File: src/rtl/mem_port_arbiter_if.sv
// Bundle of requester-side and memory-bus signals for mem_port_arbiter.
// master: the arbiter itself; slave: the requesters plus the memory bus it drives.
interface mem_port_arbiter_if;
    logic        fetch_req;
    logic [31:0] fetch_addr;
    logic [31:0] fetch_rdata;
    logic        fetch_done;
    logic        data_req;
    logic        data_we;
    logic [31:0] data_addr;
    logic [31:0] data_wdata;
    logic [3:0]  data_byteen;
    logic [31:0] data_rdata;
    logic        data_done;
    logic [31:0] mem_address;
    logic        mem_read;
    logic        mem_write;
    logic [31:0] mem_writedata;
    logic [3:0]  mem_byteenable;
    logic [31:0] mem_readdata;
    logic        mem_waitrequest;
    logic        busy;
    logic        error;

    modport master (
        input  fetch_req, fetch_addr, data_req, data_we, data_addr, data_wdata,
               data_byteen, mem_readdata, mem_waitrequest,
        output fetch_rdata, fetch_done, data_rdata, data_done, mem_address,
               mem_read, mem_write, mem_writedata, mem_byteenable, busy, error
    );

    modport slave (
        output fetch_req, fetch_addr, data_req, data_we, data_addr, data_wdata,
               data_byteen, mem_readdata, mem_waitrequest,
        input  fetch_rdata, fetch_done, data_rdata, data_done, mem_address,
               mem_read, mem_write, mem_writedata, mem_byteenable, busy, error
    );
endinterface

File: src/rtl/mem_port_arbiter.sv
// Shares one memory bus between the fetch port and the data port, round-robin on contention.
// Optional bus wait-state watchdog enabled by defining MEM_TIMEOUT_EN.
module mem_port_arbiter #(
    parameter bit          FETCH_FIRST    = 1'b0,
    parameter int unsigned TIMEOUT_CYCLES = 255
) (
    input  logic               clk,
    input  logic               reset,
    mem_port_arbiter_if.master bus
);

    typedef enum logic [1:0] {
        ST_IDLE      = 2'd0,
        ST_BUS_FETCH = 2'd1,
        ST_BUS_DATA  = 2'd2,
        ST_RESP      = 2'd3
    } state_t;

    state_t      state_r, next_state_s;
    logic        prio_fetch_r, prio_fetch_s;
    logic [31:0] mem_address_r, mem_address_s;
    logic        mem_read_r, mem_read_s;
    logic        mem_write_r, mem_write_s;
    logic [31:0] mem_writedata_r, mem_writedata_s;
    logic [3:0]  mem_byteenable_r, mem_byteenable_s;
    logic [31:0] fetch_rdata_r, fetch_rdata_s;
    logic [31:0] data_rdata_r, data_rdata_s;
    logic        fetch_done_r, fetch_done_s;
    logic        data_done_r, data_done_s;
    logic        busy_r, busy_s;
    logic        error_r, error_s;

`ifdef MEM_TIMEOUT_EN
    localparam logic [15:0] TMO_LAST_C = 16'(TIMEOUT_CYCLES - 32'd1);
    logic [15:0] tmo_cnt_r, tmo_cnt_s;
`endif

    if ((TIMEOUT_CYCLES < 32'd1) || (TIMEOUT_CYCLES > 32'd65535)) begin : g_bad_timeout
        $error("mem_port_arbiter: TIMEOUT_CYCLES must be within 1..65535");
    end

    // The bus is word addressed; the byte offset is carried by the byte enables.
    function automatic logic [31:0] word_align(input logic [31:0] addr);
        return addr & 32'hFFFF_FFFC;
    endfunction

    // Next-state, arbitration and next values of every registered output.
    always_comb begin
        next_state_s     = state_r;
        prio_fetch_s     = prio_fetch_r;
        mem_address_s    = mem_address_r;
        mem_read_s       = mem_read_r;
        mem_write_s      = mem_write_r;
        mem_writedata_s  = mem_writedata_r;
        mem_byteenable_s = mem_byteenable_r;
        fetch_rdata_s    = fetch_rdata_r;
        data_rdata_s     = data_rdata_r;
        fetch_done_s     = 1'b0;
        data_done_s      = 1'b0;
        error_s          = error_r;
`ifdef MEM_TIMEOUT_EN
        tmo_cnt_s        = tmo_cnt_r;
`endif
        case (state_r)
            ST_IDLE: begin
`ifdef MEM_TIMEOUT_EN
                tmo_cnt_s = 16'd0;
`endif
                if (bus.fetch_req && (!bus.data_req || prio_fetch_r)) begin
                    next_state_s     = ST_BUS_FETCH;
                    mem_address_s    = word_align(bus.fetch_addr);
                    mem_read_s       = 1'b1;
                    mem_write_s      = 1'b0;
                    mem_writedata_s  = 32'h0000_0000;
                    mem_byteenable_s = 4'b1111;
                    prio_fetch_s     = bus.data_req ? 1'b0 : prio_fetch_r;
                end else if (bus.data_req) begin
                    next_state_s     = ST_BUS_DATA;
                    mem_address_s    = word_align(bus.data_addr);
                    mem_read_s       = ~bus.data_we;
                    mem_write_s      = bus.data_we;
                    mem_writedata_s  = bus.data_wdata;
                    mem_byteenable_s = bus.data_byteen;
                    prio_fetch_s     = bus.fetch_req ? 1'b1 : prio_fetch_r;
                end else begin
                    next_state_s = ST_IDLE;
                end
            end
            ST_BUS_FETCH, ST_BUS_DATA: begin
                if (!bus.mem_waitrequest) begin
                    next_state_s = ST_RESP;
                    mem_read_s   = 1'b0;
                    mem_write_s  = 1'b0;
                    if (state_r == ST_BUS_FETCH) begin
                        fetch_rdata_s = bus.mem_readdata;
                        fetch_done_s  = 1'b1;
                    end else begin
                        data_done_s  = 1'b1;
                        data_rdata_s = mem_read_r ? bus.mem_readdata : data_rdata_r;
                    end
`ifdef MEM_TIMEOUT_EN
                end else if (tmo_cnt_r == TMO_LAST_C) begin
                    // Abandon the stalled cycle but still hand the requester a done pulse.
                    next_state_s = ST_RESP;
                    mem_read_s   = 1'b0;
                    mem_write_s  = 1'b0;
                    error_s      = 1'b1;
                    if (state_r == ST_BUS_FETCH) begin
                        fetch_rdata_s = 32'h0000_0000;
                        fetch_done_s  = 1'b1;
                    end else begin
                        data_done_s  = 1'b1;
                        data_rdata_s = mem_read_r ? 32'h0000_0000 : data_rdata_r;
                    end
                end else begin
                    tmo_cnt_s = tmo_cnt_r + 16'd1;
                end
`else
                end else begin
                    next_state_s = state_r;
                end
`endif
            end
            ST_RESP: begin
                next_state_s = ST_IDLE;
            end
            default: begin
                next_state_s = ST_IDLE;
            end
        endcase
        busy_s = (next_state_s != ST_IDLE);
    end

    // State and output registers; reset abandons any bus cycle at once.
    always_ff @(posedge clk or posedge reset) begin
        if (reset) begin
            state_r          <= ST_IDLE;
            prio_fetch_r     <= FETCH_FIRST;
            mem_address_r    <= 32'h0000_0000;
            mem_read_r       <= 1'b0;
            mem_write_r      <= 1'b0;
            mem_writedata_r  <= 32'h0000_0000;
            mem_byteenable_r <= 4'b0000;
            fetch_rdata_r    <= 32'h0000_0000;
            data_rdata_r     <= 32'h0000_0000;
            fetch_done_r     <= 1'b0;
            data_done_r      <= 1'b0;
            busy_r           <= 1'b0;
            error_r          <= 1'b0;
        end else begin
            state_r          <= next_state_s;
            prio_fetch_r     <= prio_fetch_s;
            mem_address_r    <= mem_address_s;
            mem_read_r       <= mem_read_s;
            mem_write_r      <= mem_write_s;
            mem_writedata_r  <= mem_writedata_s;
            mem_byteenable_r <= mem_byteenable_s;
            fetch_rdata_r    <= fetch_rdata_s;
            data_rdata_r     <= data_rdata_s;
            fetch_done_r     <= fetch_done_s;
            data_done_r      <= data_done_s;
            busy_r           <= busy_s;
            error_r          <= error_s;
        end
    end

`ifdef MEM_TIMEOUT_EN
    // Wait-state counter for the watchdog.
    always_ff @(posedge clk or posedge reset) begin
        if (reset) begin
            tmo_cnt_r <= 16'd0;
        end else begin
            tmo_cnt_r <= tmo_cnt_s;
        end
    end
`endif

    assign bus.mem_address    = mem_address_r;
    assign bus.mem_read       = mem_read_r;
    assign bus.mem_write      = mem_write_r;
    assign bus.mem_writedata  = mem_writedata_r;
    assign bus.mem_byteenable = mem_byteenable_r;
    assign bus.fetch_rdata    = fetch_rdata_r;
    assign bus.data_rdata     = data_rdata_r;
    assign bus.fetch_done     = fetch_done_r;
    assign bus.data_done      = data_done_r;
    assign bus.busy           = busy_r;
    assign bus.error          = error_r;

endmodule

File: src/flat_wrapper.sv
// flat-port wrapper written by rule: the top's interface ports become plain ports
module mem_port_arbiter_flat 
#(
    parameter bit          FETCH_FIRST    = 1'b0,
    parameter int unsigned TIMEOUT_CYCLES = 255
)
  (clk, reset, bus_fetch_req, bus_fetch_addr, bus_data_req, bus_data_we, bus_data_addr, bus_data_wdata, bus_data_byteen, bus_mem_readdata, bus_mem_waitrequest, bus_fetch_rdata, bus_fetch_done, bus_data_rdata, bus_data_done, bus_mem_address, bus_mem_read, bus_mem_write, bus_mem_writedata, bus_mem_byteenable, bus_busy, bus_error);
  mem_port_arbiter_if bus_i ();
  input  logic clk;
  input  logic reset;
  input wire logic [$bits(bus_i.fetch_req)-1:0] bus_fetch_req;
  input wire logic [$bits(bus_i.fetch_addr)-1:0] bus_fetch_addr;
  input wire logic [$bits(bus_i.data_req)-1:0] bus_data_req;
  input wire logic [$bits(bus_i.data_we)-1:0] bus_data_we;
  input wire logic [$bits(bus_i.data_addr)-1:0] bus_data_addr;
  input wire logic [$bits(bus_i.data_wdata)-1:0] bus_data_wdata;
  input wire logic [$bits(bus_i.data_byteen)-1:0] bus_data_byteen;
  input wire logic [$bits(bus_i.mem_readdata)-1:0] bus_mem_readdata;
  input wire logic [$bits(bus_i.mem_waitrequest)-1:0] bus_mem_waitrequest;
  output wire logic [$bits(bus_i.fetch_rdata)-1:0] bus_fetch_rdata;
  output wire logic [$bits(bus_i.fetch_done)-1:0] bus_fetch_done;
  output wire logic [$bits(bus_i.data_rdata)-1:0] bus_data_rdata;
  output wire logic [$bits(bus_i.data_done)-1:0] bus_data_done;
  output wire logic [$bits(bus_i.mem_address)-1:0] bus_mem_address;
  output wire logic [$bits(bus_i.mem_read)-1:0] bus_mem_read;
  output wire logic [$bits(bus_i.mem_write)-1:0] bus_mem_write;
  output wire logic [$bits(bus_i.mem_writedata)-1:0] bus_mem_writedata;
  output wire logic [$bits(bus_i.mem_byteenable)-1:0] bus_mem_byteenable;
  output wire logic [$bits(bus_i.busy)-1:0] bus_busy;
  output wire logic [$bits(bus_i.error)-1:0] bus_error;
  assign bus_i.fetch_req = bus_fetch_req;
  assign bus_i.fetch_addr = bus_fetch_addr;
  assign bus_i.data_req = bus_data_req;
  assign bus_i.data_we = bus_data_we;
  assign bus_i.data_addr = bus_data_addr;
  assign bus_i.data_wdata = bus_data_wdata;
  assign bus_i.data_byteen = bus_data_byteen;
  assign bus_i.mem_readdata = bus_mem_readdata;
  assign bus_i.mem_waitrequest = bus_mem_waitrequest;
  assign bus_fetch_rdata = bus_i.fetch_rdata;
  assign bus_fetch_done = bus_i.fetch_done;
  assign bus_data_rdata = bus_i.data_rdata;
  assign bus_data_done = bus_i.data_done;
  assign bus_mem_address = bus_i.mem_address;
  assign bus_mem_read = bus_i.mem_read;
  assign bus_mem_write = bus_i.mem_write;
  assign bus_mem_writedata = bus_i.mem_writedata;
  assign bus_mem_byteenable = bus_i.mem_byteenable;
  assign bus_busy = bus_i.busy;
  assign bus_error = bus_i.error;
  mem_port_arbiter #(.FETCH_FIRST(FETCH_FIRST), .TIMEOUT_CYCLES(TIMEOUT_CYCLES)) u_core (.clk(clk), .reset(reset), .bus(bus_i));
endmodule
File: config.mk
export PLATFORM = sky130hd
export DESIGN_NAME = mem_port_arbiter_flat
export DESIGN_NICKNAME = d
export VERILOG_FILES = /design/src/rtl/mem_port_arbiter_if.sv /design/src/rtl/mem_port_arbiter.sv /design/src/flat_wrapper.sv
export SDC_FILE = /design/constraint.sdc
export NUM_CORES = 1
export LEC_CHECK = 0
export ABC_CLOCK_PERIOD_IN_PS = 13900
export BUFFER_PORTS_ARGS = -buffer_cell sky130_fd_sc_hd__buf_2
export CORE_ASPECT_RATIO = 0.6
export CORE_MARGIN = 4
export CORE_UTILIZATION = 45
export CTS_CLUSTER_SIZE = 24
export DETAILED_ROUTE_END_ITERATION = 10
export PLACE_DENSITY = 0.76
export SETUP_SLACK_MARGIN = 0.5
export SKIP_CTS_REPAIR_TIMING = 1
export SYNTH_ARGS = -nofsm -noshare
export SYNTH_HDL_FRONTEND = slang
export SYNTH_SLANG_ARGS = --single-unit
File: constraint.sdc
create_clock -name clk -period 13.9 [get_ports clk]
set_clock_uncertainty 0.1 [all_clocks]
set_input_delay 2.78 -clock clk [delete_from_list [all_inputs] [get_ports clk]]
set_output_delay 2.78 -clock clk [all_outputs]
set_load 0.005 [all_outputs]
# Word-level counts from Yosys, hierarchy flattened

Index checks and enable logic that the tools add are counted.

Register bits: 140
Input bits: 138
Output and inout port bits: 138
Logic and storage cells: 61

Equal/unequal tests: 5
Multiplexer cells: 27
Bitwise gates (word level): 3
Reduce and logical (&&, ||, !) cells: 14

Operators by type and width:

| kind               | number |
|---|---|
| $mux 32            | 4 |
| $mux 1             | 15 |
| $reduce_and 3->1   | 3 |
| $mux 4             | 2 |
| $reduce_bool 2->1  | 4 |
| $mux 2             | 3 |
| $pmux 2 s3         | 1 |
| $eq 2x2->1 const B | 2 |
| $pmux 1 s2         | 2 |
| $reduce_and 4->1   | 1 |
| $ne 3x2->1 const B | 1 |
| $not 1->1          | 3 |
| $eq 2x1->1 const B | 1 |
| $logic_not 2->1    | 1 |
| $ne 2x2->1 const B | 1 |
| $reduce_and 2->1   | 1 |
| $reduce_or 2->1    | 1 |
| $logic_and 1x1->1  | 1 |
| $logic_not 1->1    | 1 |
| $logic_or 1x1->1   | 1 |

# Depth between registers and ports, before layout

Gate-level depths: netlist of run 1.

Word-level depth: 6
Mapped depth: 8
Mapped depth without buffers: 5

# Worst setup path before layout of run 1

OpenSTA, ideal clock, no wires.

Kind: input -> register
Start: in bus_mem_waitrequest
End: reg u_core.data_rdata_r[15] (netlist: u_core.bus.data_rdata[15])
Library setup time: 0.125 ns
Data arrival time: 3.788 ns
Required time: 13.675 ns
Path slack: 9.887 ns
Stages: 4
Buffers on the path: 1
Cell sequence: nand2b_2 > nor3b_4 > buf_6 > mux2_2

Cells in the longest elaborated chain, start to end: 2

Ends and longest elaborated chain:

| element                           | line                    | source |
|---|---|---|
| start, declared                   | flat_wrapper.sv:19      | `input wire logic [$bits(bus_i.mem_waitrequest)-1:0] bus_mem_waitrequest;` |
| $not 1->1 (no source line)        | n/a                     |  |
| $reduce_and 4->1 (no source line) | n/a                     |  |
| end signal, assigned              | mem_port_arbiter.sv:159 | `data_rdata_r <= data_rdata_s;` |
| end, declared                     | mem_port_arbiter.sv:27  | `logic [31:0] data_rdata_r, data_rdata_s;` |

No other way between the ends.
A chain may end at the register's enable or synchronous reset.

# Final worst setup path of run 1

Start: in bus_fetch_req
End: reg u_core.mem_address_r[7] (netlist: u_core.bus.mem_address[7])

Cells in the longest elaborated chain, start to end: 3
Elaborated cells between the ends (all ways): 4
Classes of those cells: 1 x mux; 3 x reduce/logical

Ends and longest elaborated chain:

| element                            | line                    | source |
|---|---|---|
| start, declared                    | flat_wrapper.sv:11      | `input wire logic [$bits(bus_i.fetch_req)-1:0] bus_fetch_req;` |
| $logic_and 1x1->1 *                | mem_port_arbiter.sv:69  | `if (bus.fetch_req && (!bus.data_req \|\| prio_fetch_r)) begin` |
| $reduce_bool 2->1 (no source line) | n/a                     |  |
| $reduce_and 2->1 (no source line)  | n/a                     |  |
| end signal, assigned               | mem_port_arbiter.sv:153 | `mem_address_r <= mem_address_s;` |
| end, declared                      | mem_port_arbiter.sv:21  | `logic [31:0] mem_address_r, mem_address_s;` |

Mark *: on every way between the ends. The rest lies on a longest branch, timed or not.

==> results of run 1 <==
## cell families (layout without fill, tap and decap cells)
family | after synthesis | after routing | synth area share [%]
fa+ha+maj | 2 | 2 | 0.4526
compound gates | 135 | 135 | 15.69
buf+inv | 43 | 308 | 3.916
mux | 64 | 64 | 13.04
flops | 138 | 138 | 62.47
simple gates | 50 | 50 | 4.210
xor+xnor | 1 | 1 | 0.1585
other cells | 1 | 3 | 0.06784
## sequential cells by signal, summed over array words and instances (netlist names), 2 cells and up
register                   cells
u_core.bus.data_rdata         32
u_core.bus.fetch_rdata        32
u_core.bus.mem_address        30
u_core.state_r                 2
u_core.bus.mem_writedata      32
u_core.bus.mem_byteenable      4
## area by class of cell
| type | instances | area share [%] |
|---|---|---|
| Clock buffer | 20 | 6.206 |
| Clock inverter | 10 | 1.564 |
| Inverter | 5 | 0.3161 |
| Multi-Input combinational cell | 255 | 24.91 |
| Sequential cell | 138 | 45.92 |
| Tap cell | 165 | 2.745 |
| Timing Repair Buffer | 273 | 18.34 |
## power by group through the flow
stage               sequential [mW]  combinational, mW  clock (mW)
floorplan                     0.714              0.334           0
finish                        0.697              0.636       0.441
global route                  0.721              0.701       0.471
global placement              0.691              0.624           0
CTS                           0.697              0.646       0.450
detailed placement            0.701              0.646           0
## metrics by stage
step	std cells	setup WS [ps]	util (%)
global placement	836	9114	57.68
global route	866	9293	62.54
floorplan	436	7324	-
detailed placement	836	9056	57.68
finish	866	9426	62.54
CTS	866	9481	62.54
## synth_stat cells, types with 3 or more instances
library cell and count:
sky130_fd_sc_hd__clkbuf_1 14, sky130_fd_sc_hd__dfrtp_1 138, sky130_fd_sc_hd__nand2_1 3, sky130_fd_sc_hd__a21oi_1 31, sky130_fd_sc_hd__inv_1 5, sky130_fd_sc_hd__buf_4 3, sky130_fd_sc_hd__buf_6 3, sky130_fd_sc_hd__buf_2 17
sky130_fd_sc_hd__mux2_2 62, sky130_fd_sc_hd__o22a_1 4, sky130_fd_sc_hd__o21ai_0 33, sky130_fd_sc_hd__nor2_1 34, sky130_fd_sc_hd__nand2b_1 4, sky130_fd_sc_hd__a31oi_1 30, sky130_fd_sc_hd__a22o_1 34, sky130_fd_sc_hd__nand3_1 3
## routing by layer
| layer | global-route usage [%] | vias up | part of all wire (%) |
|---|---|---|---|
| met4 | 6.486 | 0 | 1.8 |
| met1 | 26.65 | 2191 | 40 |
| met5 | 0 | - | 0 |
| met2 | 34.69 | 220 | 48 |
| li1 | - | 2069 | - |
| met3 | 6.654 | 21 | 10 |
## critical path, cell delays in order
cell and delay [ps]:
sky130_fd_sc_hd__buf_2 580, sky130_fd_sc_hd__o21a_1 1030, sky130_fd_sc_hd__nor2_1 90, sky130_fd_sc_hd__a21oi_1 190
## worst paths after layout
path,cells after the start,slack (ps),start,endpoint
setup / recovery,4,9430,bus_fetch_req,u_core.bus.mem_address[7]
hold / removal,1,390,u_core.bus.mem_write,u_core.bus.mem_write
setup reg to reg,6,11370,u_core.state_r[1],u_core.bus.data_rdata[11]
hold reg to reg,1,390,u_core.bus.mem_write,u_core.bus.mem_write
max in group asynchronous,3,9980,reset,u_core.state_r[1]
min in group asynchronous,2,2380,reset,u_core.bus.data_rdata[21]
==> flow_results.xml, run 1 <==
<?xml version="1.0" encoding="UTF-8"?>
<metrics>
  <group name="outcome">
    <metric name="outcome" unit="">finished, final reports clean</metric>
  </group>
  <group name="power_and_ir_drop">
    <metric name="total_switching_power" unit="uW">573.0</metric>
    <metric name="design_power_total" unit="mW">1.775</metric>
    <metric name="cell_internal_pwr" unit="mW">1.202</metric>
    <metric name="max-vdd-ir-drop" unit="V">0.0001049</metric>
    <metric name="p_clk_share" unit="%">24.9</metric>
    <metric name="leakage_power_total" unit="nW">3.778</metric>
    <metric name="powerDensity" unit="mW/mm^2">236.0</metric>
    <metric name="power_switching_share" unit="%">32.28</metric>
    <metric name="sequential_cell_fraction_of_total_power" unit="%">39.3</metric>
    <metric name="power.combinational.fraction" unit="%">35.9</metric>
  </group>
  <group name="timing">
    <metric name="final_max_slew_viol_count" unit="">0</metric>
    <metric name="worst_slew_margin_rel" unit="%">15.09</metric>
    <metric name="timing.final.crit_period" unit="ps">4474</metric>
    <metric name="min_period_over_period" unit="%">32.19</metric>
    <metric name="timing_hold_violations_final" unit="">0</metric>
    <metric name="timing.setup.tns" unit="ps">0</metric>
    <metric name="hold_ws" unit="ps">388.5</metric>
    <metric name="setup_repair_after_global_routing_missed_its_margin" unit="">no</metric>
    <metric name="fmaxAchievable" unit="MHz">223.5</metric>
    <metric name="setup_viol_count_final" unit="">0</metric>
    <metric name="timing_worst_slew_pin_value" unit="ps">1274</metric>
  </group>
  <group name="worst_setup_path">
    <metric name="critical_path_arrival" unit="ps">4690</metric>
    <metric name="worst-setup-path-type" unit="">input port to flop</metric>
    <metric name="endpoint_kind" unit="">flop</metric>
    <metric name="crit_path_start_kind" unit="">input port</metric>
    <metric name="critical_path_required" unit="ps">14120</metric>
    <metric name="critical_path_peak_fanout" unit="">38</metric>
  </group>
  <group name="flow_run">
    <metric name="drv_cap" unit="">0</metric>
  </group>
  <group name="clock_tree">
    <metric name="insertion_delay" unit="ps">390</metric>
    <metric name="cts_tree" unit="">built</metric>
    <metric name="clockRootBuffer" unit="">sky130_fd_sc_hd__clkbuf_16</metric>
    <metric name="cts.sinks" unit="">138</metric>
    <metric name="h-tree-depth" unit="">4</metric>
    <metric name="clkSlewWorstSetupHoldPaths" unit="ps">60</metric>
    <metric name="cts-root-to-sink-buffers" unit="">2</metric>
    <metric name="cts_inserted_buffers" unit="">17</metric>
  </group>
  <group name="cells_and_area">
    <metric name="nNetsFinal" unit="">830</metric>
    <metric name="fill_cells" unit="">952</metric>
    <metric name="area_delta_synth_final" unit="%">36.03</metric>
    <metric name="layout.cell_area.non_filler" unit="mm^2">0.007520</metric>
    <metric name="layout.cells.most_common_list" unit="">268 x sky130_fd_sc_hd__buf_2, 138 x sky130_fd_sc_hd__dfrtp_1, 62 x sky130_fd_sc_hd__mux2_2, 34 x sky130_fd_sc_hd__nor2_1, 34 x sky130_fd_sc_hd__a22o_1</metric>
    <metric name="multiInputGateArea" unit="mm^2">0.001873</metric>
    <metric name="antenna_cells" unit="">0</metric>
    <metric name="area.sequential" unit="mm^2">0.003453</metric>
    <metric name="drive_gt1_share" unit="%">52.78</metric>
    <metric name="mostFrequentLayoutCell" unit="">sky130_fd_sc_hd__buf_2</metric>
  </group>
  <group name="grt">
    <metric name="grt_pass1_vias" unit="">4568</metric>
    <metric name="groute.usage.overall" unit="%">21.03</metric>
    <metric name="grt_start_max_net_pins" unit="">75</metric>
    <metric name="number_of_antenna_violations_at_the_first_check_in_global_routing" unit="">0</metric>
    <metric name="grt_first_pass_wirelength" unit="mm">23.38</metric>
    <metric name="gr-total-overflow" unit="">0</metric>
  </group>
  <group name="routing">
    <metric name="postRouteAntennaNets" unit="">0</metric>
    <metric name="drt_first_iter_violations" unit="">247</metric>
    <metric name="drt_pass1_iterations" unit="">4</metric>
    <metric name="wire_per_inst" unit="um">17.35</metric>
    <metric name="routed_via_density" unit="">5.197</metric>
    <metric name="routed_wl" unit="mm">15.02</metric>
    <metric name="count_of_unresolved_drc_violations_after_routing" unit="">0</metric>
    <metric name="num_vias" unit="">4501</metric>
  </group>
  <group name="synthesis">
    <metric name="post_synth_main_area_contributors" unit="">sky130_fd_sc_hd__dfrtp_1 62%, sky130_fd_sc_hd__mux2_2 13%, sky130_fd_sc_hd__a22o_1 5.4%</metric>
    <metric name="synth_cell_type_count" unit="">30</metric>
    <metric name="ys_warn_count" unit="">0</metric>
    <metric name="synthesis.area_per_instance" unit="um^2">12.74</metric>
    <metric name="post-synth-top-area-cell" unit="">sky130_fd_sc_hd__dfrtp_1</metric>
    <metric name="synth_edf_count" unit="">0</metric>
    <metric name="synth-async-reset-ratio" unit="%">100.0</metric>
    <metric name="cell_count_after_synthesis" unit="">434</metric>
    <metric name="ys_ff_latch" unit="">138</metric>
    <metric name="yosys_most_used_dff" unit="">sky130_fd_sc_hd__dfrtp_1</metric>
    <metric name="synth.yosys.seq_area_share" unit="%">62.47</metric>
    <metric name="synthesis.area" unit="mm^2">0.005528</metric>
    <metric name="synth_top_area_share" unit="%">62.47</metric>
  </group>
  <group name="floorplanning">
    <metric name="die_area" unit="mm^2">0.01418</metric>
    <metric name="floorplan.die.height" unit="um">93.85</metric>
    <metric name="die_w" unit="um">151.1</metric>
    <metric name="placeable_core_region" unit="mm^2">0.01202</metric>
    <metric name="fp-row-count" unit="">31</metric>
    <metric name="io_pins" unit="">276</metric>
    <metric name="initial_core_util" unit="%">45.97</metric>
  </group>
  <group name="placement">
    <metric name="gp_congestion" unit="">0.7885</metric>
    <metric name="port_buffers" unit="">268</metric>
    <metric name="cell_area_after_placement" unit="mm^2">0.006935</metric>
    <metric name="dpl.hpwl" unit="mm">10.90</metric>
  </group>
  <group name="min_path">
    <metric name="hold_path_class" unit="">flop to flop</metric>
  </group>
</metrics>
Note: power is estimated with default switching activity, not from simulation.
==> inputs of run 2 (changes only) <==
ABC_AREA = 1   (was not set)
ABC_CLOCK_PERIOD_IN_PS = 4200   (was 13900)
PLACE_DENSITY = 0.74   (was 0.76)
clock period = 4.2 ns   (was 13.9 ns; I/O delays follow)
==> run 2 against run 1 <==
Global-route usage decreased by 0.46 points. Die area increased by 8.1%. Worst hold slack got worse by 18 ps. Clock power grew to 3.2 times the previous value. First-iteration DRC count increased by 57%. Non-clock buffer count is the same. Sequential power rose to 3.2 times the previous value. Register-to-register slack got worse by 9700 ps. Synthesized area grew 8.7%. Core utilization decreased by 2.1 points. Wire length rose by 6.3%. Cell area grew 4.3%. Critical endpoint is now u_core.bus.mem_write.
==> flow_results.xml, run 2 <==
<?xml version="1.0" encoding="UTF-8"?>
<metrics>
  <group name="power_and_ir_drop">
    <metric name="leakage_power_total" unit="nW">4.604</metric>
    <metric name="max-vdd-ir-drop" unit="V">0.0002999</metric>
    <metric name="design_power_total" unit="mW">5.618</metric>
    <metric name="powerDensity" unit="mW/mm^2">716.2</metric>
  </group>
  <group name="timing">
    <metric name="worst_slew_margin_rel" unit="%">39.53</metric>
    <metric name="setup_repair_after_global_routing_missed_its_margin" unit="">no</metric>
    <metric name="timing_hold_violations_final" unit="">0</metric>
    <metric name="fmaxAchievable" unit="MHz">399.4</metric>
    <metric name="min_period_over_period" unit="%">59.62</metric>
    <metric name="timing.setup.tns" unit="ps">0</metric>
    <metric name="setup_viol_count_final" unit="">0</metric>
    <metric name="final_max_slew_viol_count" unit="">0</metric>
    <metric name="timing_worst_slew_pin_value" unit="ps">906.1</metric>
    <metric name="timing.final.crit_period" unit="ps">2504</metric>
  </group>
  <group name="cells_and_area">
    <metric name="drive_gt1_share" unit="%">36.98</metric>
    <metric name="layout.cells.most_common_list" unit="">268 x sky130_fd_sc_hd__buf_2, 259 x sky130_fd_sc_hd__nand2_1, 138 x sky130_fd_sc_hd__dfrtp_1, 96 x sky130_fd_sc_hd__nand3_1, 39 x sky130_fd_sc_hd__inv_1</metric>
    <metric name="fin_cells" unit="">1104</metric>
    <metric name="area_delta_synth_final" unit="%">30.50</metric>
    <metric name="mostFrequentLayoutCell" unit="">sky130_fd_sc_hd__buf_2</metric>
    <metric name="fill_cells" unit="">1208</metric>
    <metric name="nNetsFinal" unit="">1061</metric>
  </group>
  <group name="flow_run">
    <metric name="drv_cap" unit="">0</metric>
  </group>
  <group name="placement">
    <metric name="place.detailed.instances" unit="">1072</metric>
    <metric name="port_buffers" unit="">268</metric>
    <metric name="gp_congestion" unit="">0.7664</metric>
    <metric name="dpl.hpwl" unit="mm">11.11</metric>
  </group>
  <group name="min_path">
    <metric name="worst_hold_startpoint" unit="">u_core.bus.mem_write</metric>
    <metric name="hold_path_class" unit="">flop to flop</metric>
    <metric name="min_delay_worst_endpoint" unit="">u_core.bus.mem_write</metric>
    <metric name="hold_path_depth" unit="">2</metric>
  </group>
  <group name="synthesis">
    <metric name="synthesis.area_per_instance" unit="um^2">8.931</metric>
    <metric name="synthesis.area" unit="mm^2">0.006011</metric>
    <metric name="post-synth-top-count-cell" unit="">sky130_fd_sc_hd__nand2_1</metric>
    <metric name="synth_edf_count" unit="">0</metric>
    <metric name="synth_top_area_share" unit="%">57.45</metric>
    <metric name="synth_cell_type_count" unit="">19</metric>
    <metric name="ys_warn_count" unit="">0</metric>
    <metric name="synth.yosys.seq_area_share" unit="%">57.45</metric>
    <metric name="synth-async-reset-ratio" unit="%">100.0</metric>
    <metric name="post-synth-top-area-cell" unit="">sky130_fd_sc_hd__dfrtp_1</metric>
    <metric name="ys_ff_latch" unit="">138</metric>
    <metric name="cell_count_after_synthesis" unit="">673</metric>
    <metric name="yosys_most_used_dff" unit="">sky130_fd_sc_hd__dfrtp_1</metric>
    <metric name="post_synth_main_area_contributors" unit="">sky130_fd_sc_hd__dfrtp_1 57%, sky130_fd_sc_hd__nand2_1 16%, sky130_fd_sc_hd__nand3_1 8.1%</metric>
    <metric name="synth_commonest_cells" unit="">261 x sky130_fd_sc_hd__nand2_1, 138 x sky130_fd_sc_hd__dfrtp_1, 97 x sky130_fd_sc_hd__nand3_1, 40 x sky130_fd_sc_hd__inv_1, 36 x sky130_fd_sc_hd__o21ai_0</metric>
  </group>
  <group name="clock_tree">
    <metric name="clkSlewWorstSetupHoldPaths" unit="ps">60</metric>
    <metric name="cts_tree" unit="">built</metric>
    <metric name="cts-root-to-sink-buffers" unit="">2</metric>
    <metric name="h-tree-depth" unit="">4</metric>
    <metric name="cts_inserted_buffers" unit="">17</metric>
    <metric name="cts.sinks" unit="">138</metric>
    <metric name="clockRootBuffer" unit="">sky130_fd_sc_hd__clkbuf_16</metric>
    <metric name="insertion_delay" unit="ps">390</metric>
  </group>
  <group name="worst_setup_path">
    <metric name="endpoint_kind" unit="">flop</metric>
    <metric name="critical_path_arrival" unit="ps">2740</metric>
    <metric name="r2r_slack" unit="ps">1700</metric>
    <metric name="critical_path_required" unit="ps">4430</metric>
    <metric name="standard_cell_with_the_maximum_stage_delay_on_the_critical_path" unit="">sky130_fd_sc_hd__nand2_2</metric>
    <metric name="rr_worst_depth" unit="">6</metric>
    <metric name="worst-setup-path-type" unit="">flop to flop</metric>
    <metric name="worst_r2r_startpoint" unit="">u_core.state_r[0]</metric>
    <metric name="worst_path_largest_cell_delay" unit="ps">800</metric>
    <metric name="regToRegEndpoint" unit="">u_core.bus.mem_write</metric>
    <metric name="crit_path_start_kind" unit="">flop</metric>
    <metric name="critical_path_peak_fanout" unit="">35</metric>
    <metric name="critical_path.cell_chain" unit="">inv_1 -&gt; ha_1 -&gt; nand3_2 -&gt; nand2_2 -&gt; nand4_1 -&gt; nand2_1</metric>
  </group>
  <group name="grt">
    <metric name="number_of_antenna_violations_at_the_first_check_in_global_routing" unit="">2</metric>
    <metric name="grt_start_max_net_pins" unit="">139</metric>
    <metric name="grt_pass1_vias" unit="">5056</metric>
    <metric name="grt_first_pass_wirelength" unit="mm">25.81</metric>
    <metric name="groute.usage.overall" unit="%">20.58</metric>
    <metric name="gr-total-overflow" unit="">0</metric>
  </group>
  <group name="floorplanning">
    <metric name="initial_core_util" unit="%">46.33</metric>
    <metric name="die_area" unit="mm^2">0.01533</metric>
    <metric name="die_w" unit="um">157.2</metric>
    <metric name="floorplan.die.height" unit="um">97.52</metric>
    <metric name="placeable_core_region" unit="mm^2">0.01297</metric>
    <metric name="fp-row-count" unit="">32</metric>
    <metric name="io_pins" unit="">276</metric>
  </group>
  <group name="routing">
    <metric name="num_vias" unit="">5288</metric>
    <metric name="count_of_unresolved_drc_violations_after_routing" unit="">0</metric>
    <metric name="drt_pass1_iterations" unit="">5</metric>
    <metric name="routed_wl" unit="mm">15.97</metric>
    <metric name="routed_via_density" unit="">4.790</metric>
    <metric name="wire_per_inst" unit="um">14.47</metric>
    <metric name="drt_first_iter_violations" unit="">388</metric>
    <metric name="postRouteAntennaNets" unit="">0</metric>
  </group>
  <group name="outcome">
    <metric name="outcome" unit="">finished, final reports clean</metric>
  </group>
</metrics>
-- run 2: cell types whose count changed after synthesis, moves of 13 or more --
cell / delta
sky130_fd_sc_hd__o21ai_2: +31
sky130_fd_sc_hd__inv_1: +35
sky130_fd_sc_hd__a21oi_1: -31
sky130_fd_sc_hd__buf_6: +13
sky130_fd_sc_hd__a31oi_1: -30
sky130_fd_sc_hd__nand3_1: +94
sky130_fd_sc_hd__nand2_1: +258
sky130_fd_sc_hd__nor2_1: -22
sky130_fd_sc_hd__a22o_1: -34
sky130_fd_sc_hd__mux2_2: -62
-- run 2: metal layers --
metal  vias up  wire [um]  GRT usage (%)
li1       2626          -              -
met1      2488       7435          30.03
met2       156       7244          30.70
met3        16       1091          5.029
met4         2        195          5.618
met5         -          7              0
-- run 2: layout make-up --
class                           instances  area [um^2]  share of cell area, %
Tap cell                              170        212.7                  2.712
Clock inverter                         13        120.1                  1.531
Inverter                               42        161.4                  2.058
Clock buffer                           18        429.2                  5.471
Multi-Input combinational cell        449         2073                  26.43
Antenna cell                            1        2.502                0.03190
Timing Repair Buffer                  273         1391                  17.74
Sequential cell                       138         3453                  44.03
-- run 2: cell families after synthesis --
| logic type | count (synthesis) | synth area share, % |
|---|---|---|
| adder cells (fa/ha/maj) | 2 | 0.4163 |
| other | 1 | 0.06239 |
| flip-flops | 138 | 57.45 |
| AO/OA/AOI/OAI | 68 | 7.660 |
| AND/OR/NAND/NOR | 376 | 26.06 |
| buffers and inverters | 88 | 8.347 |
-- run 2: metrics by stage --
step	utilization [%]	hold slack, ps	setup WS (ps)	instance area (um^2)
6_report	60.46	370.2	1696	7844
4_1_cts	60.45	372.9	1670	7841
3_3_place_gp	56.21	359.0	1387	7292
2_1_floorplan	-	353.0	1539	6022
3_5_place_dp	56.21	353.7	1330	7292
5_1_grt	60.46	390.3	1429	7844
-- run 2: worst max-delay path by stage --
stage                            from              endpoint  slack (ps)
global placement         bus_data_req  u_core.bus.mem_write        1390
global route        u_core.state_r[0]   u_core.bus.mem_read        1430
detailed placement       bus_data_req  u_core.bus.mem_write        1330
floorplan                       reset       u_core.bus.busy        1540
finish              u_core.state_r[0]  u_core.bus.mem_write        1700
CTS                 u_core.state_r[0]  u_core.bus.mem_write        1670
-- run 2: report_power, final --
part | internal [mW] | switching (mW) | total, mW
Sequential | 1.93 | 0.309 | 2.24
Combinational | 0.833 | 1.16 | 1.99
Clock | 0.816 | 0.575 | 1.39
Total | 3.58 | 2.04 | 5.62
-- run 2: worst max-delay path, delay by kind of cell (launching register included) --
| kind | cells | cell delay, ps |
|---|---|---|
| buffers and inverters | 1 | 60 |
| adders and majority gates | 1 | 240 |
| and+or+nand+nor | 4 | 1640 |
| DFF | 1 | 390 |
==> inputs of run 3 (changes only) <==
ABC_CLOCK_PERIOD_IN_PS = 2600   (was 4200)
clock period = 2.6 ns   (was 4.2 ns; I/O delays follow)
==> run 3 against run 2 <==
Wire length fell by 0.33%. Via count rose by 0.64%. Final cell count rose by 0.63%. Die area is the same. Clock power rose by 82%. Count of clock-buffer cells in the layout did not move. Critical endpoint is now u_core.bus.data_rdata[7]. Worst hold slack worse by 330 ps. First-iteration DRC count fell by 11%. Fmax up 28%.
==> flow_results.xml, run 3 (same netlist as run 2, synthesis figures left out) <==
<?xml version="1.0" encoding="UTF-8"?>
<metrics>
  <group name="timing">
    <metric name="worst_slew_margin_rel" unit="%">56.37</metric>
    <metric name="setup_slack" unit="ps">636.9</metric>
    <metric name="setup_repair_after_global_routing_missed_its_margin" unit="">yes</metric>
    <metric name="hold_ws" unit="ps">40.29</metric>
    <metric name="timing.final.crit_period" unit="ps">1963</metric>
    <metric name="timing_hold_violations_final" unit="">0</metric>
    <metric name="min_period_over_period" unit="%">75.50</metric>
    <metric name="fmaxAchievable" unit="MHz">509.4</metric>
    <metric name="timing_worst_slew_pin_value" unit="ps">652.1</metric>
    <metric name="timing.setup.tns" unit="ps">0</metric>
    <metric name="final_max_slew_viol_count" unit="">0</metric>
    <metric name="setup_viol_count_final" unit="">0</metric>
  </group>
  <group name="routing">
    <metric name="count_of_unresolved_drc_violations_after_routing" unit="">0</metric>
    <metric name="drt_pass1_iterations" unit="">5</metric>
    <metric name="drt_first_iter_violations" unit="">346</metric>
    <metric name="wire_per_inst" unit="um">14.33</metric>
    <metric name="routed_via_density" unit="">4.790</metric>
    <metric name="num_vias" unit="">5322</metric>
    <metric name="postRouteAntennaNets" unit="">0</metric>
    <metric name="routed_wl" unit="mm">15.92</metric>
  </group>
  <group name="clock_tree">
    <metric name="clkSlewWorstSetupHoldPaths" unit="ps">60</metric>
    <metric name="h-tree-depth" unit="">4</metric>
    <metric name="cts_tree" unit="">built</metric>
    <metric name="cts_inserted_buffers" unit="">17</metric>
    <metric name="cts.sinks" unit="">138</metric>
    <metric name="cts-root-to-sink-buffers" unit="">2</metric>
    <metric name="clockRootBuffer" unit="">sky130_fd_sc_hd__clkbuf_16</metric>
    <metric name="insertion_delay" unit="ps">390</metric>
  </group>
  <group name="floorplanning">
    <metric name="die_w" unit="um">157.2</metric>
    <metric name="die_area" unit="mm^2">0.01533</metric>
    <metric name="floorplan.die.height" unit="um">97.52</metric>
    <metric name="initial_core_util" unit="%">46.33</metric>
    <metric name="placeable_core_region" unit="mm^2">0.01297</metric>
    <metric name="fp-row-count" unit="">32</metric>
    <metric name="io_pins" unit="">276</metric>
  </group>
  <group name="worst_setup_path">
    <metric name="critical_path_peak_fanout" unit="">34</metric>
    <metric name="crit_path_start_kind" unit="">flop</metric>
    <metric name="critical_path_arrival" unit="ps">2140</metric>
    <metric name="rr_worst_depth" unit="">8</metric>
    <metric name="r2r_slack" unit="ps">640</metric>
    <metric name="worst-setup-path-type" unit="">flop to flop</metric>
    <metric name="setup.worst_path.end" unit="">u_core.bus.data_rdata[7]</metric>
    <metric name="cp-startpoint" unit="">u_core.state_r[0]</metric>
    <metric name="worst_r2r_startpoint" unit="">u_core.state_r[0]</metric>
    <metric name="endpoint_kind" unit="">flop</metric>
    <metric name="critical_path_required" unit="ps">2780</metric>
    <metric name="regToRegEndpoint" unit="">u_core.bus.data_rdata[7]</metric>
  </group>
  <group name="cells_and_area">
    <metric name="fill_cells" unit="">1178</metric>
    <metric name="drive_gt1_share" unit="%">37.45</metric>
    <metric name="nNetsFinal" unit="">1068</metric>
    <metric name="layout.cells.most_common_list" unit="">268 x sky130_fd_sc_hd__buf_2, 259 x sky130_fd_sc_hd__nand2_1, 138 x sky130_fd_sc_hd__dfrtp_1, 96 x sky130_fd_sc_hd__nand3_1, 39 x sky130_fd_sc_hd__inv_1</metric>
    <metric name="area_delta_synth_final" unit="%">33.33</metric>
    <metric name="multiInputGateArea" unit="mm^2">0.002081</metric>
    <metric name="area.sequential" unit="mm^2">0.003453</metric>
    <metric name="mostFrequentLayoutCell" unit="">sky130_fd_sc_hd__buf_2</metric>
  </group>
  <group name="grt">
    <metric name="grt_pass1_vias" unit="">5157</metric>
    <metric name="number_of_antenna_violations_at_the_first_check_in_global_routing" unit="">2</metric>
    <metric name="grt_start_max_net_pins" unit="">68</metric>
    <metric name="grt_first_pass_wirelength" unit="mm">25.52</metric>
    <metric name="gr-total-overflow" unit="">0</metric>
    <metric name="groute.usage.overall" unit="%">20.27</metric>
  </group>
  <group name="placement">
    <metric name="pre_cts_ws" unit="ps">651.6</metric>
    <metric name="port_buffers" unit="">268</metric>
    <metric name="gp_congestion" unit="">0.7898</metric>
    <metric name="dpl.hpwl" unit="mm">11.62</metric>
  </group>
  <group name="flow_run">
    <metric name="drv_cap" unit="">0</metric>
  </group>
  <group name="min_path">
    <metric name="hold_path_class" unit="">input port to asynchronous set/reset pin</metric>
  </group>
  <group name="power_and_ir_drop">
    <metric name="leakage_power_total" unit="nW">4.689</metric>
    <metric name="powerDensity" unit="mW/mm^2">1175</metric>
    <metric name="max-vdd-ir-drop" unit="V">0.0005229</metric>
  </group>
  <group name="outcome">
    <metric name="outcome" unit="">finished, final reports clean</metric>
  </group>
</metrics>
## run 3: cell type report
type	instances	area share [%]
Sequential cell	138	43.09
Multi-Input combinational cell	449	25.96
Timing Repair Buffer	280	18.49
Clock buffer	18	5.355
Tap cell	170	2.654
Clock inverter	13	2.404
Inverter	42	2.014
Antenna cell	1	0.03123
## run 3: critical path: stages, from the launching register on
cell,delay [ps]
sky130_fd_sc_hd__dfrtp_1,360
sky130_fd_sc_hd__inv_1,50
sky130_fd_sc_hd__ha_1,360
sky130_fd_sc_hd__inv_2,90
sky130_fd_sc_hd__nor3_4,170
sky130_fd_sc_hd__nand2_4,270
sky130_fd_sc_hd__buf_12,280
sky130_fd_sc_hd__nand2_1,100
sky130_fd_sc_hd__o21ai_2,60
## run 3: routing by layer
layer,track usage (%),part of all wire (%),up-vias
li1,-,-,2637
met1,27.88,45,2492
met2,32.34,47,175
met3,4.717,6.5,16
met4,5.486,1.1,2
met5,0,0.044,-
## run 3: how the worst min path moves through the flow
stage | to | from
floorplan | u_core.prio_fetch_r | u_core.prio_fetch_r
global placement | u_core.bus.mem_write | u_core.bus.mem_write
detailed placement | u_core.bus.mem_write | u_core.bus.mem_write
CTS | u_core.bus.fetch_rdata[19] | reset
global route | u_core.bus.mem_address[6] | reset
finish | u_core.bus.fetch_rdata[19] | reset
## run 3: power breakdown
part | switching (mW) | total (mW) | leakage [nW] | internal [mW]
clock network | 0.914 | 2.53 | 0.297 | 1.61
registers | 0.504 | 3.62 | 1.75 | 3.11
logic | 1.88 | 3.28 | 2.64 | 1.39
total | 3.30 | 9.42 | 4.69 | 6.12
## run 3: metrics by stage
stage	utilization, %	instances	power (mW)	cell area, um^2
6_report	61.78	1111	9.417	8014
5_1_grt	61.78	1111	10.11	8014
4_1_cts	61.70	1110	9.534	8004
3_5_place_dp	56.91	1079	6.959	7382
3_3_place_gp	56.91	1079	6.857	7382
2_1_floorplan	-	675	5.479	6022
